**src/rtl/mult_pkg.sv**
```systemverilog
// Shared definitions for the shift-add multiplier: state encoding, default
// operand width and iteration-counter width derivation.
package mult_pkg;

    localparam int unsigned MULT_N_DEFAULT = 32;

    typedef enum logic [2:0] {
        ST_IDLE  = 3'd0,
        ST_LOAD  = 3'd1,
        ST_TEST  = 3'd2,
        ST_ADD   = 3'd3,
        ST_SHIFT = 3'd4,
        ST_DONE  = 3'd5
    } mult_state_e;

    function automatic int unsigned iter_width(input int unsigned n);
        return (n < 32'd2) ? 32'd1 : $clog2(n);
    endfunction

endpackage

```
**src/rtl/mult_control_iter_counter.sv**
```systemverilog
// Iteration counter for the multiplier: synchronous clear, increment that
// saturates at N-1, and terminal flag K raised on the last iteration.
module iter_counter
    import mult_pkg::*;
#(
    parameter int unsigned N  = MULT_N_DEFAULT,
    parameter int unsigned CW = iter_width(N)
) (
    input  logic          Clk,
    input  logic          Reset,
    input  logic          Clear,
    input  logic          Inc,
    output logic [CW-1:0] Iter,
    output logic          K
);

    logic [CW-1:0] iter_q;
    logic [CW-1:0] iter_d;

    assign K    = (iter_q == CW'(N - 32'd1));
    assign Iter = iter_q;

    // Next count: clear wins, increment never passes the terminal value.
    always_comb begin
        iter_d = iter_q;
        if (Clear) begin
            iter_d = '0;
        end else if (Inc && !K) begin
            iter_d = iter_q + CW'(1);
        end else begin
            iter_d = iter_q;
        end
    end

    // Counter register.
    always_ff @(posedge Clk or posedge Reset) begin
        if (Reset) begin
            iter_q <= '0;
        end else begin
            iter_q <= iter_d;
        end
    end

endmodule

```
**src/rtl/mult_control.sv**
```systemverilog
// Sequencing FSM for the shift-add multiplier: issues Load, then Add/Shift
// per multiplier bit, and pulses Done after N shift iterations.
module mult_control
    import mult_pkg::*;
#(
    parameter int unsigned N  = MULT_N_DEFAULT,
    parameter int unsigned CW = iter_width(N)
) (
    input  logic          Clk,
    input  logic          Reset,
    input  logic          Start,
    input  logic          Lsb,
    output logic          Load,
    output logic          Add,
    output logic          Shift,
    output logic          Done,
    output logic          Busy,
    output logic [CW-1:0] Iter
);

    mult_state_e state_q, state_d;
    logic load_q, add_q, shift_q, done_q, busy_q;
    logic load_d, add_d, shift_d, done_d, busy_d;
    logic k_s;

    iter_counter #(.N(N), .CW(CW)) u_iter (
        .Clk   (Clk),
        .Reset (Reset),
        .Clear (state_q == ST_LOAD),
        .Inc   (state_q == ST_SHIFT),
        .Iter  (Iter),
        .K     (k_s)
    );

    // Next-state selection.
    always_comb begin
        state_d = state_q;
        case (state_q)
            ST_IDLE:  state_d = Start ? ST_LOAD : ST_IDLE;
            ST_LOAD:  state_d = ST_TEST;
            ST_TEST:  state_d = Lsb ? ST_ADD : ST_SHIFT;
            ST_ADD:   state_d = ST_SHIFT;
            ST_SHIFT: state_d = k_s ? ST_DONE : ST_TEST;
            ST_DONE:  state_d = ST_IDLE;
            default:  state_d = ST_IDLE;
        endcase
    end

    // Strobes are decoded from the next state so the registered copies
    // line up with the state register cycle for cycle.
    always_comb begin
        load_d  = 1'b0;
        add_d   = 1'b0;
        shift_d = 1'b0;
        done_d  = 1'b0;
        busy_d  = (state_d != ST_IDLE);
        case (state_d)
            ST_LOAD:  load_d  = 1'b1;
            ST_ADD:   add_d   = 1'b1;
            ST_SHIFT: shift_d = 1'b1;
            ST_DONE:  done_d  = 1'b1;
            default:  load_d  = 1'b0;
        endcase
    end

    // State and output registers.
    always_ff @(posedge Clk or posedge Reset) begin
        if (Reset) begin
            state_q <= ST_IDLE;
            load_q  <= 1'b0;
            add_q   <= 1'b0;
            shift_q <= 1'b0;
            done_q  <= 1'b0;
            busy_q  <= 1'b0;
        end else begin
            state_q <= state_d;
            load_q  <= load_d;
            add_q   <= add_d;
            shift_q <= shift_d;
            done_q  <= done_d;
            busy_q  <= busy_d;
        end
    end

    assign Load  = load_q;
    assign Add   = add_q;
    assign Shift = shift_q;
    assign Done  = done_q;
    assign Busy  = busy_q;

endmodule

```
**config.mk**
```make
export PLATFORM = sky130hd
export DESIGN_NAME = mult_control
export DESIGN_NICKNAME = d
export VERILOG_FILES = /design/src/rtl/mult_pkg.sv /design/src/rtl/mult_control_iter_counter.sv /design/src/rtl/mult_control.sv
export SDC_FILE = /design/constraint.sdc
export NUM_CORES = 1
export LEC_CHECK = 0
export ABC_AREA = 1
export CAP_MARGIN = 20
export CORE_MARGIN = 2
export CORE_UTILIZATION = 45
export CTS_CLUSTER_DIAMETER = 100
export DETAILED_ROUTE_END_ITERATION = 10
export PLACE_DENSITY = 0.76
export SLEW_MARGIN = 0
export SYNTH_ARGS = -nofsm -noshare
export SYNTH_HDL_FRONTEND = slang
export SYNTH_SLANG_ARGS = --single-unit
```
**constraint.sdc**
```tcl
create_clock -name Clk -period 4.3 [get_ports Clk]
set_clock_uncertainty 0.15 [all_clocks]
set_input_delay 0.86 -clock Clk [delete_from_list [all_inputs] [get_ports Clk]]
set_output_delay 0.86 -clock Clk [all_outputs]
set_load 0.05 [all_outputs]
```
==> impl_metrics.py <==
metrics = {
    "detailed_routing": {
        "drt_iter0_markers": 8,
        "num_vias": 479,
        "ant_nets": 0,
        "via_per_inst": 4.79,
        "drt_wl_total_um": 1060,
        "drcViolationCount": 0,
        "first_pass_iters": 4,
        "wl_per_cell_um": 10.6,
    },
    "synth": {
        "ys_warn_count": 0,
        "syn_nets": 75,
        "syn_area_sq_um": 586,
        "avgSynthCellArea_sq_um": 8.49,
        "yosys.area.top_type": "dfrtp_1",
        "yosysMostFrequentCell": "nand2_1",
        "yosysSeqAreaShare_pct": 55.6,
        "synth_cells": 69,
        "ys_top_cells_by_area": "dfrtp_1 56%, nand2_1 13%, inv_1 8.3%, nor2_1 4.5%, ha_1 4.3%",
        "synth-seq-cells": 13,
        "synth_edf_count": 0,
        "synthFlopType": "dfrtp_1",
        "synth_top_area_share_pct": 55.6,
        "yosysUniqueCellTypes": 14,
        "async_flop_share_pct": 100,
        "synth_common_cells": "20 x nand2_1, 13 x dfrtp_1, 13 x inv_1",
    },
    "placement": {
        "dpl.cell_count": 96,
        "gp_congestion": 0.800,
        "place.port_buffers": 13,
        "place_hpwl_um": 799,
    },
    "sta": {
        "max_slew_margin_pct": 66.2,
        "rsz0062_at_grt": "false",
        "hold_violations": 0,
        "tns_ps": 0,
        "maxSlewViolCount": 0,
        "period_share_pct": 59.3,
        "setup_viol": 0,
        "min_period_ps": 2550,
        "max_freq_ghz": 0.392,
        "worst_pin_slew_ps": 505,
    },
    "cts": {
        "cts_made_buffers": 3,
        "cts_sinks": 13,
        "cts_tree": "done",
        "insertion_delay_ps": 280,
        "clk_pin_slew_ps": 70,
        "post_cts_buffers": 0,
        "htree_levels": 1,
        "clockBufferDepth": 2,
        "root_buffer": "clkbuf_4",
        "postCtsHoldBufs": 0,
        "cts_resized": 0,
    },
    "hold_path": {
        "hold_path.class": "reg2reg",
        "hold_start": "u_iter.Iter[4]",
    },
    "floorplan": {
        "dieArea_sq_mm": 0.00161,
        "die_w_um": 40.1,
        "ioPinCount": 14,
        "coreArea_sq_mm": 0.00116,
        "row_count": 12,
        "start_util_pct": 50.6,
        "fp.dieH_um": 40.1,
    },
    "critical_path": {
        "crit_chain": "clkdlybuf4s50_1",
        "end_kind": "output pin",
        "cp-startpoint": "u_iter.Iter[0]",
        "crit_slowest_cell": "clkdlybuf4s50_1",
        "required_ps": 3290,
        "path_class": "reg2out",
        "r2r_start": "u_iter.Iter[0]",
        "cp-start-kind": "register",
        "cp_slowest_stage_delay_ps": 830,
        "arrival_ps": 1540,
        "crit_buf_inv": 1,
        "crit_family": "buffers and inverters",
        "worst-path-max-fanout": 6,
    },
    "global_routing": {
        "grt_pass1_wl_um": 1700,
        "grt_pass1_vias": 430,
        "grt.total_usage_pct": 17.8,
        "grt.overflow.total": 0,
        "grt_max_degree": 14,
        "antenna_found_initial": 0,
    },
    "final_layout": {
        "fin_nets": 93,
        "antenna_cells": 0,
        "drive_above_1_share_pct": 9.30,
        "seqCellArea_sq_um": 325,
        "instances_no_fill": 100,
        "syn_to_final_growth_pct": 29.7,
        "fillerInstances": 92,
        "multi_input_area_sq_um": 208,
    },
    "outcome": {
        "status": "finished, final reports clean",
    },
    "power_and_ir_drop": {
        "p_per_area_mw_per_mm2": 640,
        "leakagePower_nw": 0.435,
        "peakVddDrop_mv": 0.375,
    },
    "flow_run": {
        "drv.max_cap_violation_count": 0,
    },
}
==> power by group <==
group / internal, mW / leakage, nW / switching (mW)
registers: 0.156 / 0.173 / 0.0288
logic: 0.0725 / 0.247 / 0.155
clock network: 0.0360 / 0.0150 / 0.0379
==> placed cells by master (no fill, tap or decap), drive strengths merged <==
cell           Yosys  final
clkdlybuf4s50      0     13
ha                 2      2
nand4              3      3
nor2               9      9
nand3b             1      1
or2                1      1
dfrtp             13     13
nand2             21     21
inv               14     14
clkbuf             0      4
nand3              4      4
o21ai              1      1
==> kinds of logic after synthesis <==
family	after synthesis	share of synthesized area (%)
buffers and inverters	14	8.97
AOI/OAI and AO/OA	1	0.854
and+or+nand+nor	39	30.3
DFF	13	55.6
adders and majority gates	2	4.27
==> layout make-up <==
cell class | count | area share (%)
well taps | 14 | 2.31
inverters | 14 | 6.92
repair buffers | 13 | 17.1
flip-flops and latches | 13 | 42.8
multi-input cells | 42 | 27.3
clock buffers | 4 | 3.46
==> flip-flops by register name, indices dropped and copies added (netlist names) <==
signal       count
Add              1
Shift            1
Load             1
state_q          3
Busy             1
Done             1
u_iter.Iter      5
==> worst paths after layout <==
path	endpoint	slack (ps)	cells past startpoint
max in group asynchronous	state_q[2]	2930	2
worst max-delay path	Iter[0]	1750	1
worst max register to register	Busy	2520	9
min in group asynchronous	u_iter.Iter[2]	750	2
worst min-delay path	u_iter.Iter[4]	380	2
worst min register to register	u_iter.Iter[4]	380	2
==> metrics by stage <==
| step | hold slack (ps) | util [%] | total power [mW] | setup slack [ps] | instance area [sq um] |
|---|---|---|---|---|---|
| final | 384 | 65.7 | 0.486 | 1750 | 759 |
| after global routing | 411 | 65.7 | 0.523 | 1700 | 759 |
| after CTS | 388 | 65.7 | 0.492 | 1740 | 759 |
| after detailed placement | 367 | 63.4 | 0.417 | 2050 | 733 |
| after global placement | 342 | 63.4 | 0.412 | 2080 | 733 |
| after floorplan | 409 | - | 0.344 | 2370 | 586 |
==> per-layer routing <==
layer / vias to the layer above / share of wire (%) / global-route usage [%]
met5: - / 0 / 0
met4: 0 / 4.2 / 19.0
met1: 215 / 43 / 21.0
li1: 244 / - / -
met3: 6 / 6.3 / 7.78
met2: 14 / 46 / 22.6
Note: power is estimated with default switching activity, not from simulation.
